===== src/rtl/mp3_stream_ctrl.sv =====
// Read-side sequencer: pops the MP3 byte FIFO and feeds the SDI SPI byte
// transmitter in DREQ-gated bursts, with pause control and status counters.
module mp3_stream_ctrl #(
    parameter int DATA_WIDTH = 8,
    parameter int BURST_LEN  = 32,
    parameter int CNT_WIDTH  = 24
) (
    input  logic                  clk,
    input  logic                  reset,
    input  logic                  enable,
    input  logic                  clr_status,
    input  logic                  dreq,
    input  logic                  fifo_empty,
    input  logic [DATA_WIDTH-1:0] fifo_rdata,
    output logic                  fifo_rd,
    output logic                  spi_start,
    output logic [DATA_WIDTH-1:0] spi_data,
    input  logic                  spi_done,
    output logic                  busy,
    output logic                  underrun,
    output logic [CNT_WIDTH-1:0]  bytes_sent
);

    localparam int BCW = (BURST_LEN > 1) ? $clog2(BURST_LEN) : 1;
    localparam logic [BCW-1:0] BURST_LAST = BCW'(BURST_LEN - 1);

    typedef enum logic [2:0] {
        IDLE,
        WAIT_DREQ,
        FETCH,
        SEND,
        WAIT_DONE
    } state_t;

    state_t         state;
    logic [BCW-1:0] burst_cnt;
    logic           dreq_m;
    logic           dreq_s;

    // The pop must be qualified by fifo_empty in the very cycle it is issued,
    // so it is decoded from the registered state rather than registered itself.
    assign fifo_rd = (state == FETCH) && enable && !fifo_empty;

    always_ff @(posedge clk) begin
        if (reset) begin
            state      <= IDLE;
            burst_cnt  <= '0;
            dreq_m     <= 1'b0;
            dreq_s     <= 1'b0;
            spi_start  <= 1'b0;
            spi_data   <= '0;
            busy       <= 1'b0;
            underrun   <= 1'b0;
            bytes_sent <= '0;
        end else begin
            dreq_m    <= dreq;
            dreq_s    <= dreq_m;
            spi_start <= 1'b0;

            case (state)
                IDLE: begin
                    if (enable) begin
                        state <= WAIT_DREQ;
                        busy  <= 1'b1;
                    end
                end
                WAIT_DREQ: begin
                    if (!enable) begin
                        state <= IDLE;
                        busy  <= 1'b0;
                    end else if (dreq_s) begin
                        burst_cnt <= '0;
                        state     <= FETCH;
                    end
                end
                FETCH: begin
                    if (!enable) begin
                        state <= IDLE;
                        busy  <= 1'b0;
                    end else if (fifo_empty) begin
                        underrun <= 1'b1;
                    end else begin
                        spi_data <= fifo_rdata;
                        state    <= SEND;
                    end
                end
                SEND: begin
                    spi_start <= 1'b1;
                    state     <= WAIT_DONE;
                end
                WAIT_DONE: begin
                    if (spi_done) begin
                        bytes_sent <= bytes_sent + CNT_WIDTH'(1);
                        if (burst_cnt == BURST_LAST || !enable) begin
                            state <= WAIT_DREQ;
                        end else begin
                            burst_cnt <= burst_cnt + BCW'(1);
                            state     <= FETCH;
                        end
                    end
                end
                default: begin
                    state <= IDLE;
                    busy  <= 1'b0;
                end
            endcase

            // Status clear overrides any same-cycle increment or underrun set.
            if (clr_status) begin
                underrun   <= 1'b0;
                bytes_sent <= '0;
            end
        end
    end

endmodule


===== config.mk =====
export PLATFORM = sky130hd
export DESIGN_NAME = mp3_stream_ctrl
export DESIGN_NICKNAME = d
export VERILOG_FILES = /design/src/rtl/mp3_stream_ctrl.sv
export SDC_FILE = /design/constraint.sdc
export NUM_CORES = 1
export LEC_CHECK = 0
export ABC_AREA = 1
export CAP_MARGIN = 20
export CORE_ASPECT_RATIO = 0.75
export CORE_MARGIN = 3
export CORE_UTILIZATION = 55
export CTS_BUF_LIST = sky130_fd_sc_hd__clkbuf_8
export DETAILED_ROUTE_END_ITERATION = 8
export GPL_ROUTABILITY_DRIVEN = 0
export MAX_ROUTING_LAYER = met4
export PLACE_DENSITY = 0.94
export SYNTH_ARGS = -nofsm -noshare
export SYNTH_HDL_FRONTEND = slang
export SYNTH_SLANG_ARGS = --single-unit

===== constraint.sdc =====
create_clock -name clk -period 4.03 [get_ports clk]
set_input_delay 0.6045 -clock clk [delete_from_list [all_inputs] [get_ports clk]]
set_output_delay 0.6045 -clock clk [all_outputs]
set_load 0.01 [all_outputs]

* After elaboration in Yosys (flattened, before gate mapping)
Cells that the tools add are included.
Storage, ports and cells: memory bits (read-only) 0, latch bits 0, output and inout port bits 36, bits in writable memories 0, logic and storage cells 59, memories 0, input bits 15, register bits after elaboration 45
Operators by class: shift-type cells 0, add/sub/neg operators 2, magnitude comparators 0, reduce and logical (&&, ||, !) cells 16, bitwise operators 2, multiply operators 0, equal/unequal tests 13, div/mod/pow operators 0, mux-type cells 17
Operators by type and width (number):
- adder 24 x 1 -> 24 bit, second input constant | 1
- two-way mux 5 bit | 4
- two-way mux 3 bit | 6
- case mux 3 bit (5 select lines) | 1
- != test 2 bit, second input constant | 6
- case mux 5 bit (2 select lines) | 1
- AND reduction 3 bit | 3
- equality test 3 x 2 -> 1 bit, second input constant | 2
- != test 3 bit, second input constant | 2
- OR reduction 2 bit | 3
- adder 5 x 1 -> 5 bit, second input constant | 1
- equality test 5 bit, second input constant | 1
- AND reduction 5 bit | 1
- AND reduction 4 bit | 1
- equality test 3 x 1 -> 1 bit, second input constant | 1
- equality test 3 bit, second input constant | 1
- zero test 3 bit | 1
- two-way mux 1 bit | 3
- case mux 1 bit (3 select lines) | 1
- logical AND 1 bit | 2
- zero test 1 bit | 2
- two-way mux 2 bit | 1
- NOT 1 bit | 2
- AND reduction 2 bit | 1
- other kinds (2) | 2

* Logic depth before layout (Yosys ltp)
Gate-level depths: netlist of run 1.
depth after elaboration 5, depth in mapped cells 12

* Worst setup path before layout of run 1
OpenSTA, ideal clock, no wires.
kind input to output, start in enable, end out fifo_rd, cell stages on the path 4, arrival time 1.050 ns, setup slack 2.376 ns, required time 3.425 ns, path buffers 0, cell sequence nand2_1 inv_1 nand3_2 clkinv_1
Between the ends: word-level cells in the longest chain between the ends 2
RTL lines:
- from (decl) | RTL line 10 | input logic enable,
- logical AND 1 bit (2 in series) | RTL line 42 | assign fifo_rd = (state == FETCH) && enable && !fifo_empty;
- to (decl) | RTL line 15 | output logic fifo_rd,
Every way passes these cells.

* Worst setup path after layout of run 1
Ends and elaborated chain as after synthesis.

==> flow_metrics.py, run 1 <==
metrics = {
    "floorplanning": {
        "fp.dieArea_um2": 4999,
        "floorplan.initialDensity_pct": 60.05,
        "coreArea_um2": 3827,
        "rows": 19,
        "die_w_um": 80.65,
        "top_level_ports": 51,
        "dieHeight_um": 61.99,
    },
    "timing": {
        "final_min_period_over_clock_period_pct": 74.23,
        "layout_min_cycle_time_ns": 2.991,
        "fin_ws_ns": 1.039,
        "hold_viol": 0,
        "pins_over_slew_limit": 0,
        "timing_worst_slew_pin_value_ns": 0.5748,
        "grt_setup_unrepaired": "false",
        "timing.slew.headroom_pct": 61.56,
        "final_sum_of_negative_setup_slack_ns": 0,
        "max_freq_mhz": 334.3,
        "final.hold.worst_slack_ns": 0.4098,
        "setup_violating_endpoint_count_in_the_final_report": 0,
        "final.setup_skew_ns": 0.005015,
    },
    "clock_tree": {
        "ctsResizeCount": 0,
        "cts_tree": "yes",
        "numClockSinks": 45,
        "clock_path_buffers": 2,
        "ctsRootBufferMaster": "sky130_fd_sc_hd__clkbuf_8",
        "path_clk_slew_ns": 0.08,
        "cts_hold_buffers": 0,
        "htree_num_levels": 2,
        "clock_insertion_delay_worst_skew_ns": 0.30,
        "postCtsSetupRepairBufs": 0,
        "numCtsBuffers": 5,
    },
    "drt": {
        "drc_errors": 0,
        "post_drt_via_cell_ratio": 5.106,
        "routedWlPerCell_um": 11.80,
        "via_count": 2369,
        "detail_route.wirelength_um": 5474,
        "initialDrtViolationCount": 154,
        "antenna_left": 0,
        "firstDrtPassIters": 4,
    },
    "finish": {
        "final_core_utilization_pct": 76.63,
        "final_layout_size_suffix_gt1_share_pct": 3.641,
        "n_fill_cell": 296,
        "n_antenna_cell": 0,
        "finalInstanceArea_um2": 2933,
        "fin_nets": 429,
        "flow.area_growth_from_synthesis_pct": 27.60,
    },
    "pwr": {
        "vdd_ir_drop_max_uv": 280.2,
        "netSwitchingFraction_pct": 23.62,
        "p_switching_mw": 0.1991,
        "pwr_density_cell_nw_per_um2": 287.4,
        "combinationalPowerShare_pct": 9.8,
        "power.share.sequential_pct": 54.7,
        "leakagePower_nw": 1.236,
        "p_int_mw": 0.6438,
        "clock_power_share_pct": 35.6,
    },
    "placement": {
        "placed_area_um2": 2831,
        "dp_hpwl_um": 4091,
        "pre_cts_slack_ns": 1.079,
        "buffers_on_ports": 50,
    },
    "synthesis": {
        "post-synth-top-count-cell": "sky130_fd_sc_hd__nand2_1",
        "synth_edf_count": 0,
        "synth_mux_area_share_pct": 0,
        "synthDominantAreaCellType": "sky130_fd_sc_hd__dfxtp_1",
        "postSynthCellCount": 360,
        "postSynth.asyncResetShare_pct": 0,
        "synth_simple_gate_area_share_pct": 38.65,
        "synthesis.nets": 378,
        "synth_cell_types": 25,
        "synth_adder_area_share_pct": 1.633,
        "synthesis.area_per_instance_um2": 6.385,
        "commonest_cells_in_the_netlist": "sky130_fd_sc_hd__nand2_1 (102), sky130_fd_sc_hd__inv_1 (62), sky130_fd_sc_hd__nor2_1 (58)",
        "synth-xor-area-share_pct": 0.7621,
        "synth_area_in_compound_gates_pct": 7.730,
        "synth_seq_area_share_pct": 39.19,
        "yosys.area.top_type_share_pct": 39.19,
        "yosysWarningCount": 0,
        "synth_top_family_by_area": "simple AND/OR/NAND/NOR gates",
        "synth_top_flop_cell": "sky130_fd_sc_hd__dfxtp_1",
        "synth_area_leaders": "sky130_fd_sc_hd__dfxtp_1 (39%), sky130_fd_sc_hd__nand2_1 (17%), sky130_fd_sc_hd__inv_1 (10%), sky130_fd_sc_hd__nor2_1 (9.5%), sky130_fd_sc_hd__a21oi_1 (5.2%)",
        "yosys_register_bits": 45,
        "netlist_area_um2": 2298,
    },
    "min_path": {
        "holdPathStages": 2,
        "hp-start": "dreq_m$_SDFF_PP0_",
        "min-delay-path-class": "flip-flop to flip-flop",
        "holdPathEnd": "dreq_s$_SDFF_PP0_",
    },
    "setup_path": {
        "timing.setup.critical_path_class": "primary input to output port",
        "timing.critical_path.arrival_ns": 2.39,
        "critical_path_required_ns": 3.43,
        "worstSetupEndpointType": "output port",
        "worst_setup_path_start_kind": "primary input",
        "worstReg2RegStart": "burst_cnt[0]$_SDFFE_PP0P_",
        "critPathMaxFanout": 9,
        "worstReg2RegEnd": "burst_cnt[0]$_SDFFE_PP0P_",
        "worstRegToRegCells": 11,
        "reg_to_reg_slack_setup_ns": 2.26,
    },
    "grt": {
        "grt_pass1_wl_um": 8928,
        "grt-ovfl-total": 0,
        "grt_pass1_vias": 2062,
        "initial_antenna_violation_count": 0,
        "grt_util_all_layers_pct": 24.05,
        "grt_start_max_net_pins": 21,
    },
    "run_status": {
        "outcome": "finished, final reports clean",
    },
    "run": {
        "max_cap_viol_count": 0,
    },
}
## power groups by stage
stage	clock network (mW)	logic [mW]	registers [mW]
after floorplan	0	0.0505	0.471
after global placement	0	0.0793	0.471
after detailed placement	0	0.0815	0.471
after CTS	0.309	0.0823	0.461
after global routing	0.333	0.0924	0.462
final	0.300	0.0823	0.461
## stage by stage
stage | instances | power, mW
floorplan | 360 | 0.5211
global placement | 456 | 0.5501
detailed placement | 456 | 0.5526
CTS | 464 | 0.8516
global route | 464 | 0.8873
finish | 464 | 0.8430
## cell families after synthesis
| group | Yosys count |
|---|---|
| simple gates | 206 |
| buf+inv | 70 |
| flops | 45 |
| compound gates | 34 |
| fa+ha+maj | 3 |
| xor+xnor | 2 |
## cells in the final DEF, fill, tap and decap left out, types with 2 or more instances in the layout
cell,n
sky130_fd_sc_hd__nand2_1,102
sky130_fd_sc_hd__inv_1,62
sky130_fd_sc_hd__nor2_1,58
sky130_fd_sc_hd__clkdlybuf4s50_1,50
sky130_fd_sc_hd__dfxtp_1,45
sky130_fd_sc_hd__nand3_1,24
sky130_fd_sc_hd__a21oi_1,24
sky130_fd_sc_hd__nand4_1,12
sky130_fd_sc_hd__o21ai_0,7
sky130_fd_sc_hd__clkbuf_8,7
sky130_fd_sc_hd__nor2_4,3
sky130_fd_sc_hd__ha_1,3
sky130_fd_sc_hd__nor3_1,2
sky130_fd_sc_hd__xnor2_1,2
sky130_fd_sc_hd__o21a_1,2
## routing by layer
metal | track usage, % | up-vias | routed length (µm)
met5 | - | - | 0
met4 | 9.157 | 0 | 103
met3 | 5.764 | 13 | 406
met2 | 37.50 | 90 | 2458
met1 | 30.63 | 1046 | 2506
li1 | - | 1220 | -
## worst max path at each step
stage,startpoint,to,depth (start not counted)
2_1_floorplan,enable,fifo_rd,4
3_5_place_dp,enable,fifo_rd,6
6_report,enable,fifo_rd,6
3_3_place_gp,enable,fifo_rd,6
5_1_grt,enable,fifo_rd,6
4_1_cts,enable,fifo_rd,6
## registers in the layout (all words and copies together) (netlist names)
name        flops
spi_start       1
state           3
burst_cnt       5
dreq_s          1
spi_data        8
bytes_sent     24
underrun        1
dreq_m          1
busy            1
## worst max-delay path, cell delays in order
cell and delay, ns:
sky130_fd_sc_hd__clkdlybuf4s50_1 0.59, sky130_fd_sc_hd__nand2_1 0.10, sky130_fd_sc_hd__inv_1 0.12, sky130_fd_sc_hd__nand3_2 0.18
sky130_fd_sc_hd__clkinv_1 0.21, sky130_fd_sc_hd__clkdlybuf4s50_1 0.58
## final cells by class
cell class / instances / area (µm²) / share of cell area [%]
multi-input combinational: 245 / 1121 / 38.23
sequential: 45 / 900.9 / 30.72
clock buffer: 7 / 96.34 / 3.285
inverter: 63 / 236.5 / 8.063
timing repair buffer: 51 / 508.0 / 17.32
clock inverter: 1 / 5.005 / 0.1706
tap: 52 / 65.06 / 2.218
(Power assumes the default switching activity.)
==> run 2: changes to the inputs <==
Settings changed: CORE_UTILIZATION 55 to 52, PLACE_DENSITY 0.94 to 0.9.
Clock period 4.03 ns to 2.95 ns, I/O delays scaled along.
==> run 2 against run 1 <==
  * Sequential cell count unchanged
  * Count of clock-buffer cells in the layout down 1
  * Routed wire length up 2.3%
  * Non-clock buffer count up 1
  * Design area up 1.0%
  * Combinational power up 40%
  * Utilization down 5.3 points
  * Highest routed layer unchanged
  * Cell count up 0.86%
  * Clock skew up 0.0035 ns
  * Sequential power up 37%
  * Critical endpoint unchanged
  * Global-route usage down 0.087 points
==> flow_metrics.py, run 2 (synthesis gave the netlist of run 1 again) <==
metrics = {
    "placement": {
        "dp_hpwl_um": 4085,
        "buffers_on_ports": 50,
        "placed_cells_incl_taps": 460,
        "placed_area_um2": 2843,
        "pre_cts_slack_ns": 0.3882,
    },
    "clock_tree": {
        "clock_path_buffers": 2,
        "path_clk_slew_ns": 0.09,
        "clock_insertion_delay_worst_skew_ns": 0.30,
        "cts_tree": "yes",
        "cts_hold_buffers": 0,
        "postCtsSetupRepairBufs": 0,
        "ctsRootBufferMaster": "sky130_fd_sc_hd__clkbuf_8",
        "numCtsBuffers": 5,
        "numClockSinks": 45,
        "ctsResizeCount": 0,
        "htree_num_levels": 2,
    },
    "pwr": {
        "totalPowerFinal_mw": 1.234,
        "netSwitchingFraction_pct": 23.49,
        "pwr_density_cell_nw_per_um2": 416.6,
        "leakagePower_nw": 1.244,
        "vdd_ir_drop_max_uv": 225.8,
        "p_switching_mw": 0.2900,
        "power.share.sequential_pct": 51.0,
        "combinationalPowerShare_pct": 9.3,
        "p_int_mw": 0.9444,
        "clock_power_share_pct": 39.6,
    },
    "finish": {
        "final_cells": 468,
        "flow.area_growth_from_synthesis_pct": 28.91,
        "n_antenna_cell": 0,
        "max_reg_flops": 24,
        "largestRegisters": "bytes_sent: 24 flops, spi_data: 8 flops, burst_cnt: 5 flops",
        "most_common_cell_after_layout_fill_and_taps_aside": "sky130_fd_sc_hd__nand2_1",
        "top_reg_by_flops": "bytes_sent",
        "final_core_utilization_pct": 71.33,
        "fin_nets": 430,
        "finalInstanceArea_um2": 2963,
        "final_layout_size_suffix_gt1_share_pct": 3.874,
        "layout.cells.most_common_list": "sky130_fd_sc_hd__nand2_1 (102), sky130_fd_sc_hd__inv_1 (62), sky130_fd_sc_hd__nor2_1 (58)",
    },
    "setup_path": {
        "cpMostUsedCell": "sky130_fd_sc_hd__clkdlybuf4s50_1",
        "worstSetupEndpointType": "output port",
        "slowest_delay_ns": 0.59,
        "timing.setup.critical_path_class": "primary input to output port",
        "critPathLaunch": "enable",
        "critPathMaxFanout": 9,
        "worstReg2RegStart": "burst_cnt[0]$_SDFFE_PP0P_",
        "timing.critical_path.arrival_ns": 2.14,
        "cp_cell_sequence": "clkdlybuf4s50_1 > nand2_1 > inv_1 > nand3_2 > clkinv_1 > clkdlybuf4s50_1",
        "critical_path_required_ns": 2.51,
        "slowest_library_cell_on_the_worst_path": "sky130_fd_sc_hd__clkdlybuf4s50_1",
        "worst_setup_path_start_kind": "primary input",
    },
    "timing": {
        "setup_violating_endpoint_count_in_the_final_report": 0,
        "layout_min_cycle_time_ns": 2.579,
        "final_min_period_over_clock_period_pct": 87.43,
        "final.hold.worst_slack_ns": 0.4082,
        "final.setup_skew_ns": 0.008508,
        "hold_viol": 0,
        "max_freq_mhz": 387.7,
        "final_sum_of_negative_setup_slack_ns": 0,
        "grt_setup_unrepaired": "false",
        "pins_over_slew_limit": 0,
        "timing_worst_slew_pin_value_ns": 0.4563,
        "timing.slew.headroom_pct": 69.47,
        "fin_ws_ns": 0.3710,
    },
    "min_path": {
        "min-delay-path-class": "flip-flop to flip-flop",
        "hp-start": "dreq_m$_SDFF_PP0_",
    },
    "floorplanning": {
        "dieHeight_um": 63.58,
        "coreArea_um2": 4154,
        "die_w_um": 82.77,
        "floorplan.initialDensity_pct": 55.33,
        "top_level_ports": 51,
        "rows": 20,
        "fp.dieArea_um2": 5262,
    },
    "grt": {
        "initial_antenna_violation_count": 0,
        "grt_start_max_net_pins": 21,
        "grt-ovfl-total": 0,
        "grt_pass1_vias": 2203,
        "grt_pass1_wl_um": 9618,
        "grt_util_all_layers_pct": 23.96,
    },
    "drt": {
        "post_drt_via_cell_ratio": 5.128,
        "initialDrtViolationCount": 208,
        "antenna_left": 0,
        "detail_route.wirelength_um": 5601,
        "firstDrtPassIters": 5,
        "via_count": 2400,
        "drc_errors": 0,
        "routedWlPerCell_um": 11.97,
    },
    "run_status": {
        "outcome": "finished, final reports clean",
    },
    "run": {
        "max_cap_viol_count": 0,
    },
}
==> run 2: area by class of cell <==
type / instances / area [µm²]
timing repair buffer: 52 / 515.5
multi-input combinational: 245 / 1121
clock inverter: 2 / 37.54
inverter: 63 / 236.5
clock buffer: 6 / 82.58
tap: 55 / 68.82
sequential: 45 / 900.9
fill: 363 / 1191
==> run 2: path summary, 6_finish.rpt <==
| check | depth (start not counted) | slack (ns) | end |
|---|---|---|---|
| worst max-delay path | 6 | 0.37 | fifo_rd |
| worst min-delay path | 2 | 0.41 | dreq_s$_SDFF_PP0_ |
| worst max register to register | 11 | 1.18 | burst_cnt[0]$_SDFFE_PP0P_ |
| worst min register to register | 2 | 0.41 | dreq_s$_SDFF_PP0_ |
==> run 2: critical path: cells and delay by family <==
family        cells  cell delay (ns)
buf+inv           4             1.44
simple gates      2             0.24
==> run 2: power by group through the flow <==
stage	registers, mW	clock network, mW	logic [mW]
CTS	0.629	0.495	0.114
global route	0.632	0.530	0.129
detailed placement	0.644	0	0.113
floorplan	0.643	0	0.0690
finish	0.630	0.489	0.115
global placement	0.643	0	0.110
==> run 2: per-layer routing <==
metal / up-vias / wire length, µm / track usage [%] / part of all wire (%)
li1: 1223 / - / - / -
met1: 1048 / 2428 / 29.00 / 43
met2: 115 / 2624 / 38.20 / 47
met3: 14 / 469 / 7.857 / 8.4
met4: 0 / 79 / 6.122 / 1.4
met5: - / 0 / - / 0
==> run 3: changes to the inputs <==
Settings changed: ABC_AREA 1 to default, CORE_UTILIZATION 52 to 51, CTS_CLUSTER_SIZE from default to 16.
==> run 3 against run 2 <==
  * Design area down 7.2%
  * Die area down 6.3%
  * Via count down 18%
  * Area after synthesis down 8.7%
  * Global-route usage down 2.7 points
  * Non-clock buffer count up 2
  * Combinational power down 50%
  * Critical path type is now flip-flop to output port
  * Largest power group unchanged
==> flow_metrics.py, run 3 <==
metrics = {
    "drt": {
        "post_drt_via_cell_ratio": 5.782,
        "antenna_left": 0,
        "drc_errors": 0,
        "firstDrtPassIters": 4,
        "routedWlPerCell_um": 14.29,
        "via_count": 1966,
        "detail_route.wirelength_um": 4859,
        "initialDrtViolationCount": 115,
    },
    "synthesis": {
        "synthDominantAreaCellType": "sky130_fd_sc_hd__dfxtp_1",
        "post-synth-top-count-cell": "sky130_fd_sc_hd__dfxtp_1",
        "netlist_area_um2": 2098,
        "postSynthCellCount": 240,
        "yosys.area.top_type_share_pct": 42.93,
        "synth_seq_area_share_pct": 42.93,
        "commonest_cells_in_the_netlist": "sky130_fd_sc_hd__dfxtp_1 (45), sky130_fd_sc_hd__nor2_1 (25), sky130_fd_sc_hd__a21oi_1 (18)",
        "yosys_register_bits": 45,
        "synth_top_flop_cell": "sky130_fd_sc_hd__dfxtp_1",
        "synthesis.nets": 258,
        "synth_area_leaders": "sky130_fd_sc_hd__dfxtp_1 (43%), sky130_fd_sc_hd__nor2_1 (4.5%), sky130_fd_sc_hd__a21oi_1 (4.3%), sky130_fd_sc_hd__mux2i_1 (4.3%), sky130_fd_sc_hd__or4_1 (3.6%)",
        "synth_edf_count": 0,
        "synth_cell_types": 46,
        "synthesis.area_per_instance_um2": 8.743,
        "postSynth.asyncResetShare_pct": 0,
        "yosysWarningCount": 0,
    },
    "finish": {
        "multiInputGateArea_um2": 1120,
        "n_antenna_cell": 0,
        "fin_nets": 305,
        "final_layout_size_suffix_gt1_share_pct": 6.250,
        "layout.cells.most_common_list": "sky130_fd_sc_hd__clkdlybuf4s50_1 (50), sky130_fd_sc_hd__dfxtp_1 (45), sky130_fd_sc_hd__nor2_1 (25)",
        "n_fill_cell": 311,
        "flow.area_growth_from_synthesis_pct": 31.07,
        "most_common_cell_after_layout_fill_and_taps_aside": "sky130_fd_sc_hd__clkdlybuf4s50_1",
        "largestRegisters": "bytes_sent: 24 flops, spi_data: 8 flops, burst_cnt: 5 flops",
        "top_reg_by_flops": "bytes_sent",
        "seqCellArea_um2": 900.9,
        "max_reg_flops": 24,
        "final_core_utilization_pct": 72.30,
        "final_cells": 340,
    },
    "timing": {
        "setup_violating_endpoint_count_in_the_final_report": 0,
        "timing_worst_slew_pin_value_ns": 0.6288,
        "pins_over_slew_limit": 0,
        "timing.slew.headroom_pct": 57.93,
        "grt_setup_unrepaired": "false",
        "hold_viol": 0,
        "max_freq_mhz": 405.4,
        "final.hold.worst_slack_ns": 0.4393,
        "final_min_period_over_clock_period_pct": 83.62,
        "final.setup_skew_ns": 0.009916,
        "final_sum_of_negative_setup_slack_ns": 0,
        "layout_min_cycle_time_ns": 2.467,
    },
    "grt": {
        "grt-ovfl-total": 0,
        "grt_pass1_vias": 1785,
        "grt_util_all_layers_pct": 21.26,
        "grt_pass1_wl_um": 7969,
        "initial_antenna_violation_count": 0,
        "grt_start_max_net_pins": 24,
    },
    "setup_path": {
        "timing.critical_path.arrival_ns": 2.02,
        "critical_path_required_ns": 2.51,
        "slowest_library_cell_on_the_worst_path": "sky130_fd_sc_hd__dfxtp_1",
        "cp_cell_sequence": "nor4bb_1 > nor2b_1 > clkdlybuf4s50_1",
        "cp_num_buf_inv": 1,
        "reg_to_reg_slack_setup_ns": 0.84,
        "critPathMaxFanout": 16,
        "worst_setup_path_start_kind": "flip-flop",
        "critPathLaunch": "state[1]$_SDFFE_PP0P_",
        "timing.critical_path.max_delay_family": "flip-flops",
        "worstSetupEndpointType": "output port",
        "timing.setup.critical_path_class": "flip-flop to output port",
        "worstReg2RegStart": "bytes_sent[3]$_SDFFE_PP0P_",
        "slowest_delay_ns": 0.62,
    },
    "clock_tree": {
        "clock_path_buffers": 2,
        "clock_insertion_delay_worst_skew_ns": 0.31,
        "cts_tree": "yes",
        "numClockSinks": 45,
        "numCtsBuffers": 5,
        "ctsResizeCount": 0,
        "postCtsSetupRepairBufs": 0,
        "path_clk_slew_ns": 0.09,
        "cts_hold_buffers": 0,
        "ctsRootBufferMaster": "sky130_fd_sc_hd__clkbuf_8",
        "htree_num_levels": 2,
    },
    "run_status": {
        "outcome": "finished, final reports clean",
    },
    "pwr": {
        "leakagePower_nw": 0.8843,
        "totalPowerFinal_mw": 1.144,
        "pwr_density_cell_nw_per_um2": 415.9,
        "vdd_ir_drop_max_uv": 291.9,
    },
    "min_path": {
        "min-delay-path-class": "flip-flop to flip-flop",
        "hp-start": "dreq_m$_SDFF_PP0_",
    },
    "floorplanning": {
        "floorplan.initialDensity_pct": 55.16,
        "fp.dieArea_um2": 4928,
        "top_level_ports": 51,
        "dieHeight_um": 61.55,
        "coreArea_um2": 3804,
        "rows": 19,
        "die_w_um": 80.07,
    },
    "placement": {
        "buffers_on_ports": 50,
        "dp_hpwl_um": 3481,
        "placed_cells_incl_taps": 332,
    },
    "run": {
        "max_cap_viol_count": 0,
    },
}
==> run 3: changes by cell type in the layout (fill, tap and decap cells not counted), sizes merged, moves of 5 or more <==
cell,delta
nand2,-85
inv,-57
or3,+6
o31ai,+7
a21oi,-6
nor4,+5
or4,+10
nand3,-18
nor2,-37
mux2i,+9
==> run 3: logic make-up after synthesis <==
| family | share of synthesized area (%) |
|---|---|
| compound gates | 14.01 |
| simple gates | 29.82 |
| fa+ha+maj | 1.789 |
| buf+inv | 3.697 |
| xor+xnor | 2.922 |
| mux | 4.830 |
| flops | 42.93 |
==> run 3: power by group <==
group	switching [mW]	leakage (nW)	internal [mW]	total [mW]
Combinational	0.0250	0.467	0.0320	0.0570
Sequential	0.00538	0.363	0.611	0.616
Clock	0.217	0.0543	0.253	0.470
==> run 3: final cells by class <==
type | instances | share of cell area, %
timing repair buffer | 54 | 19.29
inverter | 5 | 0.6824
multi-input combinational | 176 | 40.72
clock buffer | 5 | 2.502
sequential | 45 | 32.76
tap | 52 | 2.366
clock inverter | 3 | 1.683
==> run 3: worst paths after layout <==
path | depth (start not counted) | end
worst min register to register | 1 | dreq_s$_SDFF_PP0_
worst max register to register | 4 | bytes_sent[19]$_SDFFE_PP0P_
worst max-delay path | 3 | fifo_rd
worst min-delay path | 1 | dreq_s$_SDFF_PP0_
==> run 3: routing by layer <==
layer,part of all wire (%),vias up,track usage [%]
met4,1.1,0,6.506
met3,5.2,7,4.678
li1,-,972,-
met2,47,57,35.73
met5,0,-,-
met1,46,930,25.89
==> run 3: stage by stage <==
stage | area (µm²) | setup slack (ns)
2_1_floorplan | 2098 | 1.103
3_5_place_dp | 2635 | 0.4833
6_report | 2750 | 0.4832
3_3_place_gp | 2635 | 0.4848
5_1_grt | 2750 | 0.3524
4_1_cts | 2750 | 0.4740
==> run 3: worst register-to-register path, stage by stage, from the launching register on <==
cell and delay [ns]:
sky130_fd_sc_hd__dfxtp_1 0.46, sky130_fd_sc_hd__nand4_2 0.21, sky130_fd_sc_hd__or3_1 0.64, sky130_fd_sc_hd__or4_1 0.58, sky130_fd_sc_hd__a21oi_1 0.16
